### src/rtl/cpu_types_pkg.sv
// cpu_types_pkg: shared types for the memory arbiter.
//   ramstate_t  - status reported by the RAM each cycle
//   arb_state_t - arbiter FSM states
package cpu_types_pkg;

  typedef enum logic [1:0] {
    FREE   = 2'd0,
    BUSY   = 2'd1,
    ACCESS = 2'd2,
    ERROR  = 2'd3
  } ramstate_t;

  typedef enum logic [1:0] {
    IDLE   = 2'd0,
    IGRANT = 2'd1,
    DGRANT = 2'd2
  } arb_state_t;

endpackage

### src/rtl/memory_arbiter_if.sv
// memory_arbiter_if: bundles the instruction port, data port and RAM port of
// the memory arbiter.
//   slave  modport - arbiter view (requests/RAM status in, waits/strobes out)
//   master modport - environment view (requesters plus RAM model)
interface memory_arbiter_if;
  import cpu_types_pkg::*;

  // instruction requester
  logic        iREN;
  logic [31:0] iaddr;
  logic        iwait;
  logic [31:0] iload;
  // data requester
  logic        dREN;
  logic        dWEN;
  logic [31:0] daddr;
  logic [31:0] dstore;
  logic        dwait;
  logic [31:0] dload;
  // RAM port
  logic        ramREN;
  logic        ramWEN;
  logic [31:0] ramaddr;
  logic [31:0] ramstore;
  logic [31:0] ramload;
  ramstate_t   ramstate;
  // status
  logic        busErr;

  modport slave (
    input  iREN, iaddr, dREN, dWEN, daddr, dstore, ramload, ramstate,
    output iwait, iload, dwait, dload, ramREN, ramWEN, ramaddr, ramstore, busErr
  );

  modport master (
    output iREN, iaddr, dREN, dWEN, daddr, dstore, ramload, ramstate,
    input  iwait, iload, dwait, dload, ramREN, ramWEN, ramaddr, ramstore, busErr
  );

endinterface

### src/rtl/memory_arbiter.sv
// memory_arbiter: shares one RAM port between an instruction requester and a
// data requester. Data has priority, but after STARVE_MAX consecutive data
// completions with an instruction request pending, the instruction side wins.
// Ports:
//   CLK  - system clock, rising edge
//   nRST - asynchronous active-low reset
//   bus  - memory_arbiter_if.slave (requester ports, RAM port, busErr)
module memory_arbiter
  import cpu_types_pkg::*;
#(
  parameter int STARVE_MAX = 4
) (
  input  logic             CLK,
  input  logic             nRST,
  memory_arbiter_if.slave  bus
);

  localparam int SW = $clog2(STARVE_MAX + 1);
  localparam logic [SW-1:0] STARVE_LIM = SW'(STARVE_MAX);

  arb_state_t    state_q, state_d;
  logic [SW-1:0] starve_q, starve_d;
  logic          bus_err_q, bus_err_d;
  logic          d_req_s;

  assign d_req_s = bus.dREN || bus.dWEN;

  // Next-state, starvation counter and sticky error computation.
  always_comb begin
    state_d   = state_q;
    starve_d  = starve_q;
    bus_err_d = bus_err_q;
    case (state_q)
      IDLE: begin
        if (!bus.iREN) begin
          starve_d = '0;
        end else begin
          starve_d = starve_q;
        end
        if (d_req_s && (!bus.iREN || (starve_q < STARVE_LIM))) begin
          state_d = DGRANT;
        end else if (bus.iREN) begin
          state_d = IGRANT;
        end else begin
          state_d = IDLE;
        end
      end
      IGRANT: begin
        // Withdrawal: back to IDLE without a completion.
        if (!bus.iREN) begin
          state_d = IDLE;
        end else begin
          case (bus.ramstate)
            ACCESS: begin
              state_d  = IDLE;
              starve_d = '0;
            end
            ERROR:   bus_err_d = 1'b1;
            default: state_d   = IGRANT;
          endcase
        end
      end
      DGRANT: begin
        if (!d_req_s) begin
          state_d = IDLE;
        end else begin
          case (bus.ramstate)
            ACCESS: begin
              state_d = IDLE;
              // Count data wins only while the instruction side is waiting.
              if (bus.iREN && (starve_q < STARVE_LIM)) begin
                starve_d = starve_q + SW'(1);
              end else begin
                starve_d = starve_q;
              end
            end
            ERROR:   bus_err_d = 1'b1;
            default: state_d   = DGRANT;
          endcase
        end
      end
      default: state_d = IDLE;
    endcase
  end

  // State, starvation counter and error flag registers.
  always_ff @(posedge CLK or negedge nRST) begin
    if (!nRST) begin
      state_q   <= IDLE;
      starve_q  <= '0;
      bus_err_q <= 1'b0;
    end else begin
      state_q   <= state_d;
      starve_q  <= starve_d;
      bus_err_q <= bus_err_d;
    end
  end

  // RAM port muxing and requester handshakes; waits react to ramstate in the
  // same cycle so completion costs no extra clock.
  always_comb begin
    bus.ramREN   = 1'b0;
    bus.ramWEN   = 1'b0;
    bus.ramaddr  = 32'h0000_0000;
    bus.ramstore = 32'h0000_0000;
    case (state_q)
      IGRANT: begin
        bus.ramREN  = bus.iREN;
        bus.ramaddr = bus.iaddr;
      end
      DGRANT: begin
        bus.ramWEN   = bus.dWEN;
        bus.ramREN   = bus.dREN && !bus.dWEN;
        bus.ramaddr  = bus.daddr;
        bus.ramstore = bus.dstore;
      end
      default: begin
        bus.ramREN = 1'b0;
        bus.ramWEN = 1'b0;
      end
    endcase
    bus.iwait  = bus.iREN && !((state_q == IGRANT) && (bus.ramstate == ACCESS));
    bus.dwait  = d_req_s  && !((state_q == DGRANT) && (bus.ramstate == ACCESS));
    bus.iload  = bus.ramload;
    bus.dload  = bus.ramload;
    bus.busErr = bus_err_q;
  end

endmodule
### src/flat_wrapper.sv
// flat-port wrapper written by rule: the top's interface ports become plain ports
module memory_arbiter_flat import cpu_types_pkg::*;
#(
  parameter int STARVE_MAX = 4
)
  (CLK, nRST, bus_iREN, bus_iaddr, bus_dREN, bus_dWEN, bus_daddr, bus_dstore, bus_ramload, bus_ramstate, bus_iwait, bus_iload, bus_dwait, bus_dload, bus_ramREN, bus_ramWEN, bus_ramaddr, bus_ramstore, bus_busErr);
  memory_arbiter_if bus_i ();
  input  logic CLK;
  input  logic nRST;
  input wire logic [$bits(bus_i.iREN)-1:0] bus_iREN;
  input wire logic [$bits(bus_i.iaddr)-1:0] bus_iaddr;
  input wire logic [$bits(bus_i.dREN)-1:0] bus_dREN;
  input wire logic [$bits(bus_i.dWEN)-1:0] bus_dWEN;
  input wire logic [$bits(bus_i.daddr)-1:0] bus_daddr;
  input wire logic [$bits(bus_i.dstore)-1:0] bus_dstore;
  input wire logic [$bits(bus_i.ramload)-1:0] bus_ramload;
  input wire logic [$bits(bus_i.ramstate)-1:0] bus_ramstate;
  output wire logic [$bits(bus_i.iwait)-1:0] bus_iwait;
  output wire logic [$bits(bus_i.iload)-1:0] bus_iload;
  output wire logic [$bits(bus_i.dwait)-1:0] bus_dwait;
  output wire logic [$bits(bus_i.dload)-1:0] bus_dload;
  output wire logic [$bits(bus_i.ramREN)-1:0] bus_ramREN;
  output wire logic [$bits(bus_i.ramWEN)-1:0] bus_ramWEN;
  output wire logic [$bits(bus_i.ramaddr)-1:0] bus_ramaddr;
  output wire logic [$bits(bus_i.ramstore)-1:0] bus_ramstore;
  output wire logic [$bits(bus_i.busErr)-1:0] bus_busErr;
  assign bus_i.iREN = bus_iREN;
  assign bus_i.iaddr = bus_iaddr;
  assign bus_i.dREN = bus_dREN;
  assign bus_i.dWEN = bus_dWEN;
  assign bus_i.daddr = bus_daddr;
  assign bus_i.dstore = bus_dstore;
  assign bus_i.ramload = bus_ramload;
  assign bus_i.ramstate = bus_ramstate;
  assign bus_iwait = bus_i.iwait;
  assign bus_iload = bus_i.iload;
  assign bus_dwait = bus_i.dwait;
  assign bus_dload = bus_i.dload;
  assign bus_ramREN = bus_i.ramREN;
  assign bus_ramWEN = bus_i.ramWEN;
  assign bus_ramaddr = bus_i.ramaddr;
  assign bus_ramstore = bus_i.ramstore;
  assign bus_busErr = bus_i.busErr;
  memory_arbiter #(.STARVE_MAX(STARVE_MAX)) u_core (.CLK(CLK), .nRST(nRST), .bus(bus_i));
endmodule
### config.mk
export PLATFORM = sky130hd
export DESIGN_NAME = memory_arbiter_flat
export DESIGN_NICKNAME = d
export VERILOG_FILES = /design/src/rtl/cpu_types_pkg.sv /design/src/rtl/memory_arbiter_if.sv /design/src/rtl/memory_arbiter.sv /design/src/flat_wrapper.sv
export SDC_FILE = /design/constraint.sdc
export NUM_CORES = 1
export LEC_CHECK = 0
export CAP_MARGIN = 0
export CORE_AREA = 2 2 104 106
export DETAILED_ROUTE_END_ITERATION = 8
export DIE_AREA = 0 0 106 108
export PLACE_DENSITY = 0.69
export SLEW_MARGIN = 20
export SYNTH_ARGS = -nofsm -noshare
export SYNTH_HDL_FRONTEND = slang
export SYNTH_SLANG_ARGS = --single-unit
### constraint.sdc
create_clock -name CLK -period 2.8 [get_ports CLK]
set_input_delay 0.42 -clock CLK [delete_from_list [all_inputs] [get_ports CLK]]
set_output_delay 0.42 -clock CLK [all_outputs]
set_load 0.01 [all_outputs]
==> impl_results.md <==
* Period utilization at 0.896
* Synth warn at 0
* Initial antenna violation count at 0
* Post_cts resized at 0
* Pwr dens at 677 nW/um^2
* Total CTS buffers at 3
* Post-place setup slack at ~530 ps
* DRC viols at 0
* DRT iter0 DRCs at 104
* Post-DP HPWL at 5.32 mm
* Clock network fraction of total power at 0.065
* Vias per cell at 3.99
* Hold_buf cts at 0
* Worst-skew pair later-pin latency at ~230 ps
* Initial Utilization at 0.163
* Maximum VDD drop at 0.440 mV
* Max Cap Viol at 0
* Worst Path Arrival at 2090 ps
* Critical path class: reg2out
* Flop pwr share at 0.065
* Worst min-delay path class: in2async
* Req. time, crit path at around 2400 ps
* RSZ-0062 raised after global routing: false
* 1st-pass router iterations at 4
* Pin count of the biggest net entering global routing at 77
* Register area at about 150 um^2
* GRT Residual Overflow at 0
* Critical Path Start Type: register
* Metal-1 WL at 2.53 mm
* GRT Total Usage at 0.102
* Num ports at between 200 and 300
* Setup ws final at 290 ps
* Placer Congestion at 0.738
* Top sig layer: met4
* PortBufs at 171
* Most common cell after layout, fill and taps aside: clkdlybuf4s50_1
* Final min period at 2510 ps
* Die width at 106 um
* ANT cells at 0
* Post-route ant nets at 0
* Worst slew pin tran at 301 ps
* Final Util at 0.303
* Combinational power share at 0.870
* Sw frac at 0.407
* Die Ht at 108 um
* Cell-internal power at 1.24 mW
* FF-to-FF Start: u_core.state_q[1]
* Die footprint at about 11,000 um^2
* Peak Freq at 0.398 GHz
* NetSw at 853 uW
* Multi-input logic area at 957 um^2
* CTS tree: built
* # fillers at 1,076
* Met3 WL post-DR at 438 um
* Setup_tns at 0 ps
* Vias in the first global route at roughly 1,800
* # H-tree levels at 1
* NumNets Final at 466
* Commonest non-fill, non-tap cells in the layout: 171 x clkdlybuf4s50_1, 34 x nor2b_1, 33 x a22oi_1, 33 x and2_1
* Post-CTS repair timing setup buffer count at 0
* Rows at 37
* Root Driver: clkbuf_8
* Final setup viols at 0
* WL met2 at around 3.5 mm
* Drt total wl at 6.65 mm
* Status: completed
* Leakage at ~1.1 nW
* Mapped Nets at between 300 and 400
* Syn Inst Count at 224
* Placeable Area at 10,200 um^2
* Synth unique cells at 29
* Layout area overhead at 85.3%
* FF-to-FF path depth at 6
* Relative slew slack at 0.798
* Syn Area/Cell at 7.46 um^2
* Layout cells sized above 1 at 0.0525
* Buffers from clock root to sink, at most at 2
* Register area share after synthesis at 0.0899
* Hold Fails Final Rpt at 0
* Synthesized area at 1670 um^2
* Worst Setup End Kind: output pin
* CP max FO at 76
* Reg2reg end: u_core.starve_q[0]
* Final instance area at 3100 um^2
* R2r setup slk at around 1000 ps
* Max Clock Skew at 3.98 ps
* Post-synthesis sequential element count at 6
* Clk pin slew, worst setup/hold paths at 40 ps
* Vias post-DR at 1,835
* Placed Area at 3050 um^2
* Mean routed wirelength per cell at about 14 um
* Final hold slack at 444 ps
* First-pass GRT wire length at roughly 9.6 mm
* CTS Sinks at 6
* Pins Over Slew Limit at 0
## cell type report
type | instances | share of cell area
Timing Repair Buffer | 176 | 0.569
Multi-Input combinational cell | 135 | 0.309
Tap cell | 136 | 0.0550
Sequential cell | 6 | 0.0485
Clock buffer | 3 | 0.0133
Inverter | 4 | 0.00485
## worst max path at each step
stage | startpoint | end | slack (ps) | cells past startpoint
3_3_place_gp | bus_iREN | bus_ramREN | 560 | 4
5_1_grt | u_core.state_q[0] | bus_ramaddr[6] | 180 | 6
3_5_place_dp | u_core.state_q[0] | bus_ramaddr[20] | 530 | 6
4_1_cts | u_core.state_q[0] | bus_ramaddr[20] | 280 | 6
6_report | u_core.state_q[0] | bus_ramaddr[20] | 290 | 6
2_1_floorplan | u_core.state_q[0] | bus_ramREN | 1040 | 6
## state kept, by name, summed over array words and instances, names as in the netlist
signal             flops
u_core.bus.busErr      1
u_core.starve_q        3
u_core.state_q         2
## cells by family after synthesis
group                      Yosys count  synth area share
AOI/OAI and AO/OA                   47             0.217
adders and majority gates            5            0.0375
buffers and inverters               83             0.339
DFF                                  6            0.0899
muxes                                3            0.0240
and+or+nand+nor                     80             0.293
## worst max-delay path: stages, from the launching register on
cell	delay, ps
dfrtp_1	410
inv_1	110
ha_2	200
buf_12	280
a22oi_1	150
nor2b_1	140
clkdlybuf4s50_1	560
## metrics by stage
step	cells	total power, mW
after floorplan	224	1.15
after global placement	457	1.95
after detailed placement	457	1.97
after CTS	460	2.12
after global routing	460	2.25
final	460	2.10
## power by group through the flow
| stage | registers [mW] | clock network (mW) | logic, mW |
|---|---|---|---|
| finish | 0.137 | 0.136 | 1.82 |
| global route | 0.140 | 0.145 | 1.96 |
| CTS | 0.135 | 0.141 | 1.84 |
| detailed placement | 0.136 | 0 | 1.84 |
| global placement | 0.134 | 0 | 1.81 |
| floorplan | 0.130 | 0 | 1.02 |
## synth_stat cells
cell type / instances / area [um^2]
buf_4: 65 / 488
nor2b_1: 34 / 213
a22oi_1: 33 / 248
and2_1: 33 / 206
buf_2: 8 / 40.0
clkbuf_1: 6 / 22.5
dfrtp_1: 6 / 150
nand2_1: 6 / 22.5
ha_1: 5 / 62.6
a21oi_1: 3 / 15.0
inv_1: 3 / 11.3
o21ai_1: 3 / 15.0
mux2_4: 2 / 30.0
nand2b_1: 2 / 12.5
a211oi_1: 1 / 7.51
a21boi_1: 1 / 7.51
a21o_1: 1 / 7.51
a21oi_2: 1 / 8.76
a22oi_4: 1 / 21.3
inv_2: 1 / 3.75
mux2i_1: 1 / 10.0
nand3_1: 1 / 5.00
nand3b_1: 1 / 7.51
nand4_2: 1 / 12.5
nor2_1: 1 / 3.75
nor2_2: 1 / 6.26
o2111ai_1: 1 / 8.76
o211ai_1: 1 / 7.51
o41ai_2: 1 / 16.3
## per-layer routing
| layer | vias to the layer above | GRT usage |
|---|---|---|
| met5 | - | 0 |
| met4 | 0 | 0.0348 |
| met3 | 23 | 0.0181 |
| met2 | 81 | 0.193 |
| met1 | 844 | 0.115 |
| li1 | 887 | - |
Power figures use the tool's default switching activity.
